===== config.mk =====
export PLATFORM = sky130hd
export DESIGN_NAME = fft_bram_axis_unloader
export DESIGN_NICKNAME = d
export VERILOG_FILES = /design/src/rtl/fft_bram_axis_unloader.sv
export SDC_FILE = /design/constraint.sdc
export NUM_CORES = 1
export LEC_CHECK = 0
export BUFFER_PORTS_ARGS = -buffer_cell sky130_fd_sc_hd__buf_2
export CAP_MARGIN = 20
export CORE_MARGIN = 1.5
export CORE_UTILIZATION = 40
export CTS_CLUSTER_SIZE = 14
export DETAILED_ROUTE_END_ITERATION = 8
export GPL_ROUTABILITY_DRIVEN = 0
export SLEW_MARGIN = 20
export SYNTH_ARGS = -nofsm -noshare
export SYNTH_HDL_FRONTEND = slang
export SYNTH_SLANG_ARGS = --single-unit

===== constraint.sdc =====
create_clock -name clk -period 4.5 [get_ports clk]
set_input_delay 0.45 -clock clk [delete_from_list [all_inputs] [get_ports clk]]
set_output_delay 0.45 -clock clk [all_outputs]
set_load 0.005 [all_outputs]

===== src/rtl/fft_bram_axis_unloader.sv =====
// -----------------------------------------------------------------------------
// fft_bram_axis_unloader
//   Reader end of the FFT buffer path. Drains a completed in-place FFT frame
//   from the shared data BRAM (always-enabled, fixed read latency) and emits it
//   as an AXI-Stream master. Each word_t {left, right} pair is forwarded as-is.
//
// Ports
//   clk, rstn            clock, asynchronous active-low reset (release is
//                        expected to be synchronised upstream)
//   start                one-cycle pulse, begins a frame (ignored while busy)
//   busy                 high from the accepted start until the last beat
//   done                 one-cycle pulse on the cycle after the tlast handshake
//   bram_we, bram_din    write side of the BRAM port, tied off (read only)
//   bram_addr            registered byte address of the current read
//   bram_dout            read data, valid READ_LAT cycles after bram_addr
//   m_tdata/m_tvalid/    AXI-Stream master
//   m_tready/m_tlast
// -----------------------------------------------------------------------------
module fft_bram_axis_unloader #(
  parameter int ADDR_W    = 14,
  parameter int DATA_W    = 32,
  parameter int N_WORDS   = 512,
  parameter int BASE_ADDR = 0,
  parameter int ADDR_STEP = 4,
  parameter int READ_LAT  = 2
) (
  input  logic              clk,
  input  logic              rstn,
  input  logic              start,
  output logic              busy,
  output logic              done,
  output logic              bram_we,
  output logic [ADDR_W-1:0] bram_addr,
  output logic [DATA_W-1:0] bram_din,
  input  logic [DATA_W-1:0] bram_dout,
  output logic [DATA_W-1:0] m_tdata,
  output logic              m_tvalid,
  input  logic              m_tready,
  output logic              m_tlast
);

  localparam int FIFO_DEPTH = READ_LAT + 2;
  localparam int PTR_W      = $clog2(FIFO_DEPTH);
  localparam int CNT_W      = $clog2(FIFO_DEPTH + 1);
  localparam int BEAT_W     = $clog2(N_WORDS + 1);
  // Holds FIFO occupancy plus every outstanding read tag (at most 2*READ_LAT+3).
  localparam int OCC_W      = $clog2(2 * READ_LAT + 4);

  typedef enum logic [0:0] {
    ST_IDLE = 1'b0,
    ST_RUN  = 1'b1
  } state_t;

  state_t               state_r;
  state_t               state_next_s;
  logic [BEAT_W-1:0]    issued_r;
  logic [BEAT_W-1:0]    beat_r;
  logic [ADDR_W-1:0]    addr_r;
  logic                 addr_vld_r;
  logic [READ_LAT-1:0]  tag_r;
  logic [DATA_W-1:0]    fifo_mem_r [FIFO_DEPTH];
  logic [PTR_W-1:0]     wr_ptr_r;
  logic [PTR_W-1:0]     rd_ptr_r;
  logic [CNT_W-1:0]     fifo_count_r;
  logic                 done_r;

  logic                 issue_s;
  logic [BEAT_W-1:0]    issue_idx_s;
  logic [ADDR_W-1:0]    issue_addr_s;
  logic                 push_s;
  logic                 pop_s;
  logic                 last_hs_s;
  logic [OCC_W-1:0]     occ_s;
  logic                 credit_ok_s;

  // Wrap a FIFO pointer at FIFO_DEPTH (depth need not be a power of two).
  function automatic logic [PTR_W-1:0] ptr_inc(input logic [PTR_W-1:0] p);
    if (p == PTR_W'(FIFO_DEPTH - 1)) begin
      return '0;
    end else begin
      return p + PTR_W'(1);
    end
  endfunction

  assign bram_we   = 1'b0;
  assign bram_din  = '0;
  assign bram_addr = addr_r;
  assign busy      = (state_r == ST_RUN);
  assign done      = done_r;

  assign m_tvalid  = (fifo_count_r != '0);
  // Gated so the stream data is zero whenever nothing is offered (and in reset).
  assign m_tdata   = m_tvalid ? fifo_mem_r[rd_ptr_r] : '0;
  assign m_tlast   = m_tvalid & (beat_r == BEAT_W'(N_WORDS - 1));

  assign pop_s     = m_tvalid & m_tready;
  assign push_s    = tag_r[READ_LAT-1];
  assign last_hs_s = pop_s & m_tlast;

  // Credit: FIFO occupancy after this cycle's pop plus all reads still in the
  // BRAM pipe must leave room for one more read, so a push never meets a full
  // FIFO while the head is draining one beat per cycle.
  always_comb begin
    occ_s = OCC_W'(fifo_count_r) + OCC_W'(addr_vld_r);
    for (int i = 0; i < READ_LAT; i++) begin
      occ_s = occ_s + OCC_W'(tag_r[i]);
    end
    if (pop_s) begin
      occ_s = occ_s - OCC_W'(1);
    end else begin
      occ_s = occ_s;
    end
    credit_ok_s = (occ_s < OCC_W'(FIFO_DEPTH));
  end

  // Next-state and read-issue decision. The first read issues on the edge
  // that accepts start, which gives the READ_LAT+1 first-beat latency.
  always_comb begin
    state_next_s = state_r;
    issue_s      = 1'b0;
    issue_idx_s  = issued_r;
    case (state_r)
      ST_IDLE: begin
        if (start) begin
          state_next_s = ST_RUN;
          issue_s      = 1'b1;
          issue_idx_s  = '0;
        end else begin
          state_next_s = ST_IDLE;
        end
      end
      ST_RUN: begin
        if ((issued_r < BEAT_W'(N_WORDS)) && credit_ok_s) begin
          issue_s = 1'b1;
        end else begin
          issue_s = 1'b0;
        end
        if (last_hs_s) begin
          state_next_s = ST_IDLE;
        end else begin
          state_next_s = ST_RUN;
        end
      end
      default: begin
        state_next_s = ST_IDLE;
      end
    endcase
    issue_addr_s = ADDR_W'(BASE_ADDR) + ADDR_W'(issue_idx_s) * ADDR_W'(ADDR_STEP);
  end

  // State register and done pulse.
  always_ff @(posedge clk or negedge rstn) begin
    if (!rstn) begin
      state_r <= ST_IDLE;
      done_r  <= 1'b0;
    end else begin
      state_r <= state_next_s;
      done_r  <= last_hs_s;
    end
  end

  // Read index, BRAM address register and the read-latency tag pipe.
  always_ff @(posedge clk or negedge rstn) begin
    if (!rstn) begin
      issued_r   <= '0;
      addr_r     <= ADDR_W'(BASE_ADDR);
      addr_vld_r <= 1'b0;
      tag_r      <= '0;
    end else begin
      if (issue_s) begin
        issued_r <= issue_idx_s + BEAT_W'(1);
        addr_r   <= issue_addr_s;
      end
      addr_vld_r <= issue_s;
      tag_r[0]   <= addr_vld_r;
      for (int i = 1; i < READ_LAT; i++) begin
        tag_r[i] <= tag_r[i-1];
      end
    end
  end

  // Beat counter, restarted whenever the block is idle.
  always_ff @(posedge clk or negedge rstn) begin
    if (!rstn) begin
      beat_r <= '0;
    end else if (state_r == ST_IDLE) begin
      beat_r <= '0;
    end else if (pop_s) begin
      beat_r <= beat_r + BEAT_W'(1);
    end
  end

  // FIFO pointers and occupancy.
  always_ff @(posedge clk or negedge rstn) begin
    if (!rstn) begin
      wr_ptr_r     <= '0;
      rd_ptr_r     <= '0;
      fifo_count_r <= '0;
    end else begin
      if (push_s) begin
        wr_ptr_r <= ptr_inc(wr_ptr_r);
      end
      if (pop_s) begin
        rd_ptr_r <= ptr_inc(rd_ptr_r);
      end
      case ({push_s, pop_s})
        2'b10:   fifo_count_r <= fifo_count_r + CNT_W'(1);
        2'b01:   fifo_count_r <= fifo_count_r - CNT_W'(1);
        default: fifo_count_r <= fifo_count_r;
      endcase
    end
  end

  // FIFO storage; contents are don't-care while empty, so no reset needed.
  always_ff @(posedge clk) begin
    if (push_s) begin
      fifo_mem_r[wr_ptr_r] <= bram_dout;
    end
  end

endmodule


==> impl_metrics.csv <==
group,metric,value,unit
setup_path,crit_fanout,16,
setup_path,end_kind,"flip-flop",
sta,fin_skew,0.00721,ns
finish,final_util,46.7,%
synthesis,syn_area_per_cell,16.1,µm²
clocking,cts_sinks,170,
finish,fin_cells,778,
floorplanning,coreArea,18000,µm²
sta,hold_viol_final,0,
synthesis,synthAdderAreaFrac,2.35,%
floorplanning,die_w,138,µm
sta,worst_slew_pin_slew,0.925,ns
sta,rsz0062_at_grt,"no",
routing,drtIter0Drc,126,
clocking,clkLatencyLatePin,0.42,ns
synthesis,yosysMostFrequentCell,"edfxtp_1",
placed_design,hpwl,8410,µm
routing,first_pass_iters,4,
finish,drive_gt1_share,29.9,%
floorplanning,die_h,138,µm
floorplanning,start_util,40.8,%
synthesis,synthTopCellsByCount,"edfxtp_1 (128), dfrtp_1 (42), and2_1 (39), buf_4 (37), mux4_2 (32)",
synthesis,syn-instance-count,456,
synthesis,synth_xor_xnor_area_share,1.55,%
clocking,cts_tree,"yes",
synthesis,synth-edff-count,128,
grt,grt.total_usage,14.5,%
sta,final-setup-viol-count,0,
synthesis,synth_compound_area_share,3.82,%
power,irDropWorstVdd,398,µV
setup_path,worstSetupPathType,"reg -> reg",
setup_path,cp_data_required_time,4.80,ns
finish,final_net_count,585,
power,leakagePower,3.17,nW
clocking,cts_buffer_depth,2,
grt,grt-ovfl-total,0,
clocking,htree_levels,4,
sta,drv_slew,0,
clocking,ctsHoldBuffers,0,
grt,grt_max_degree,43,
synthesis,yosys.area_share.simple,8.26,%
synthesis,synth_cell_types,48,
synthesis,synthFlopType,"edfxtp_1",
routing,drc,0,
synthesis,synth_area,7330,µm²
synthesis,synth.area.top_cells,"edfxtp_1 (52%), dfrtp_1 (14%), mux4_2 (9.8%)",
setup_path,cp.arrival,3.57,ns
floorplanning,dieArea,19200,µm²
grt,antenna_found_initial,0,
outcome,status,"finished, final reports clean",
synthesis,ys_seq_area_share,66.8,%
synthesis,synth_seq_cells,170,
routing,drt-wirelength-per-cell,17.2,µm
clocking,cts_resized,0,
synthesis,synth.largest_area_cell,"edfxtp_1",
grt,grt_pass1_wl,21600,µm
clocking,clk_pin_slew,0.06,ns
routing,drt_wl_total,13400,µm
synthesis,synthMuxAreaShare,10.9,%
clocking,cts_buffers,17,
placed_design,io_buffers,81,
grt,grt_pass1_vias,3960,
finish,num_antenna_cells,0,
routing,vias_per_cell,4.97,
min_path,min_path_type,"in -> async",
clocking,post_cts_buffers,0,
sta,finalSetupTns,0,ns
synthesis,yosysWarnings,0,
sta,fin_crit_sh,72.7,%
placed_design,dp_cells,747,
routing,ant_nets,0,
sta,maxSlewHeadroom,38.3,%
finish,fillers,1562,
routing,vias,3865,
synthesis,yosys.area.top_type_share,52.4,%
power,p_per_area,718,nW/µm²
setup_path,cp-start-kind,"flip-flop",
clocking,clock-root-buffer,"clkbuf_16",
finish,synthToLayoutAreaGrowth,14.3,%
run,drv_cap,0,
synthesis,async_reset_ff_share,24.7,%
floorplanning,placementRows,49,
floorplanning,ios,119,
sta,fin_crit,3.27,ns
sta,fmax,306,MHz
synthesis,synth_top_family_by_area,"multiplexers",
==> per-layer routing <==
layer  global-route usage [%]  vias to the layer above  routed length (µm)
met5                        0                        -                   0
met1                     18.9                     1973                6020
li1                         -                     1780                   -
met2                     23.5                       95                6610
met4                     5.04                        0                 171
met3                     4.05                       17                 579
==> worst max-delay path, cell delays in order, from the launching register on <==
cell and delay, ns:
dfrtp_1 0.47, fa_1 0.52, ha_1 0.14, inv_1 0.05, fa_1 0.50, nand2b_1 0.08, or4_1 0.80, nand3_2 0.24
mux2_2 0.35
==> through the flow <==
stage	instance area, µm²	total power [W]	setup slack [ns]	hold slack (ns)
after global placement	7780	0.00457	1.33	0.397
after detailed placement	7810	0.00467	1.24	0.397
final	8380	0.00602	1.23	0.166
after floorplan	7470	0.00401	1.70	0.154
after CTS	8380	0.00610	1.22	0.197
after global routing	8380	0.00639	1.08	0.220
==> cells in the final DEF (no fill, tap or decap), drive strengths merged, types with 14 or more instances in the layout <==
cell type	instances
edfxtp	128
inv	17
nand3	16
nand2	15
mux4	32
and2	39
conb	37
dfrtp	42
clkbuf	17
o21ai	14
buf	85
==> power breakdown <==
group	internal [W]	leakage [nW]	total, W	switching, W
registers	0.00217	1.70	0.00244	0.000272
logic	0.00101	1.20	0.00215	0.00114
clock network	0.000817	0.275	0.00142	0.000601
total	0.00400	3.17	0.00602	0.00201
==> area by class of cell <==
class	count	area, µm²	share of cell area, %
inverters	13	53.8	0.642
multi-input cells	250	2120	25.3
flip-flops and latches	170	4900	58.4
repair buffers	85	455	5.43
clock buffers	17	425	5.08
well taps	229	287	3.42
clock inverters	14	146	1.75
==> state kept, by name, summed over array words and instances, names as in the netlist <==
signal and count:
fifo_mem_r 128, beat_r 10, bram_addr 10, issued_r 10
fifo_count_r 3, rd_ptr_r 2, tag_r 2, wr_ptr_r 2
addr_vld_r 1, busy 1, done 1
==> cell families after synthesis <==
logic type | after synthesis
flops | 170
simple gates | 108
buf+inv | 72
compound gates | 40
mux | 40
xor+xnor | 13
fa+ha+maj | 12
other cells | 1
==> path summary, 6_finish.rpt <==
path / start / end / slack [ns] / cells past startpoint
worst min-delay path: rstn / bram_addr[10] / 0.17 / 1
min in group clk: bram_dout[5] / fifo_mem_r[2][5] / 0.24 / 1
worst max register to register: fifo_count_r[0] / issued_r[1] / 1.23 / 8
max in group asynchronous: rstn / rd_ptr_r[0] / 3.70 / 1
worst max-delay path: fifo_count_r[0] / issued_r[1] / 1.23 / 8
worst min register to register: tag_r[0] / tag_r[1] / 0.41 / 0
(Power assumes the default switching activity.)
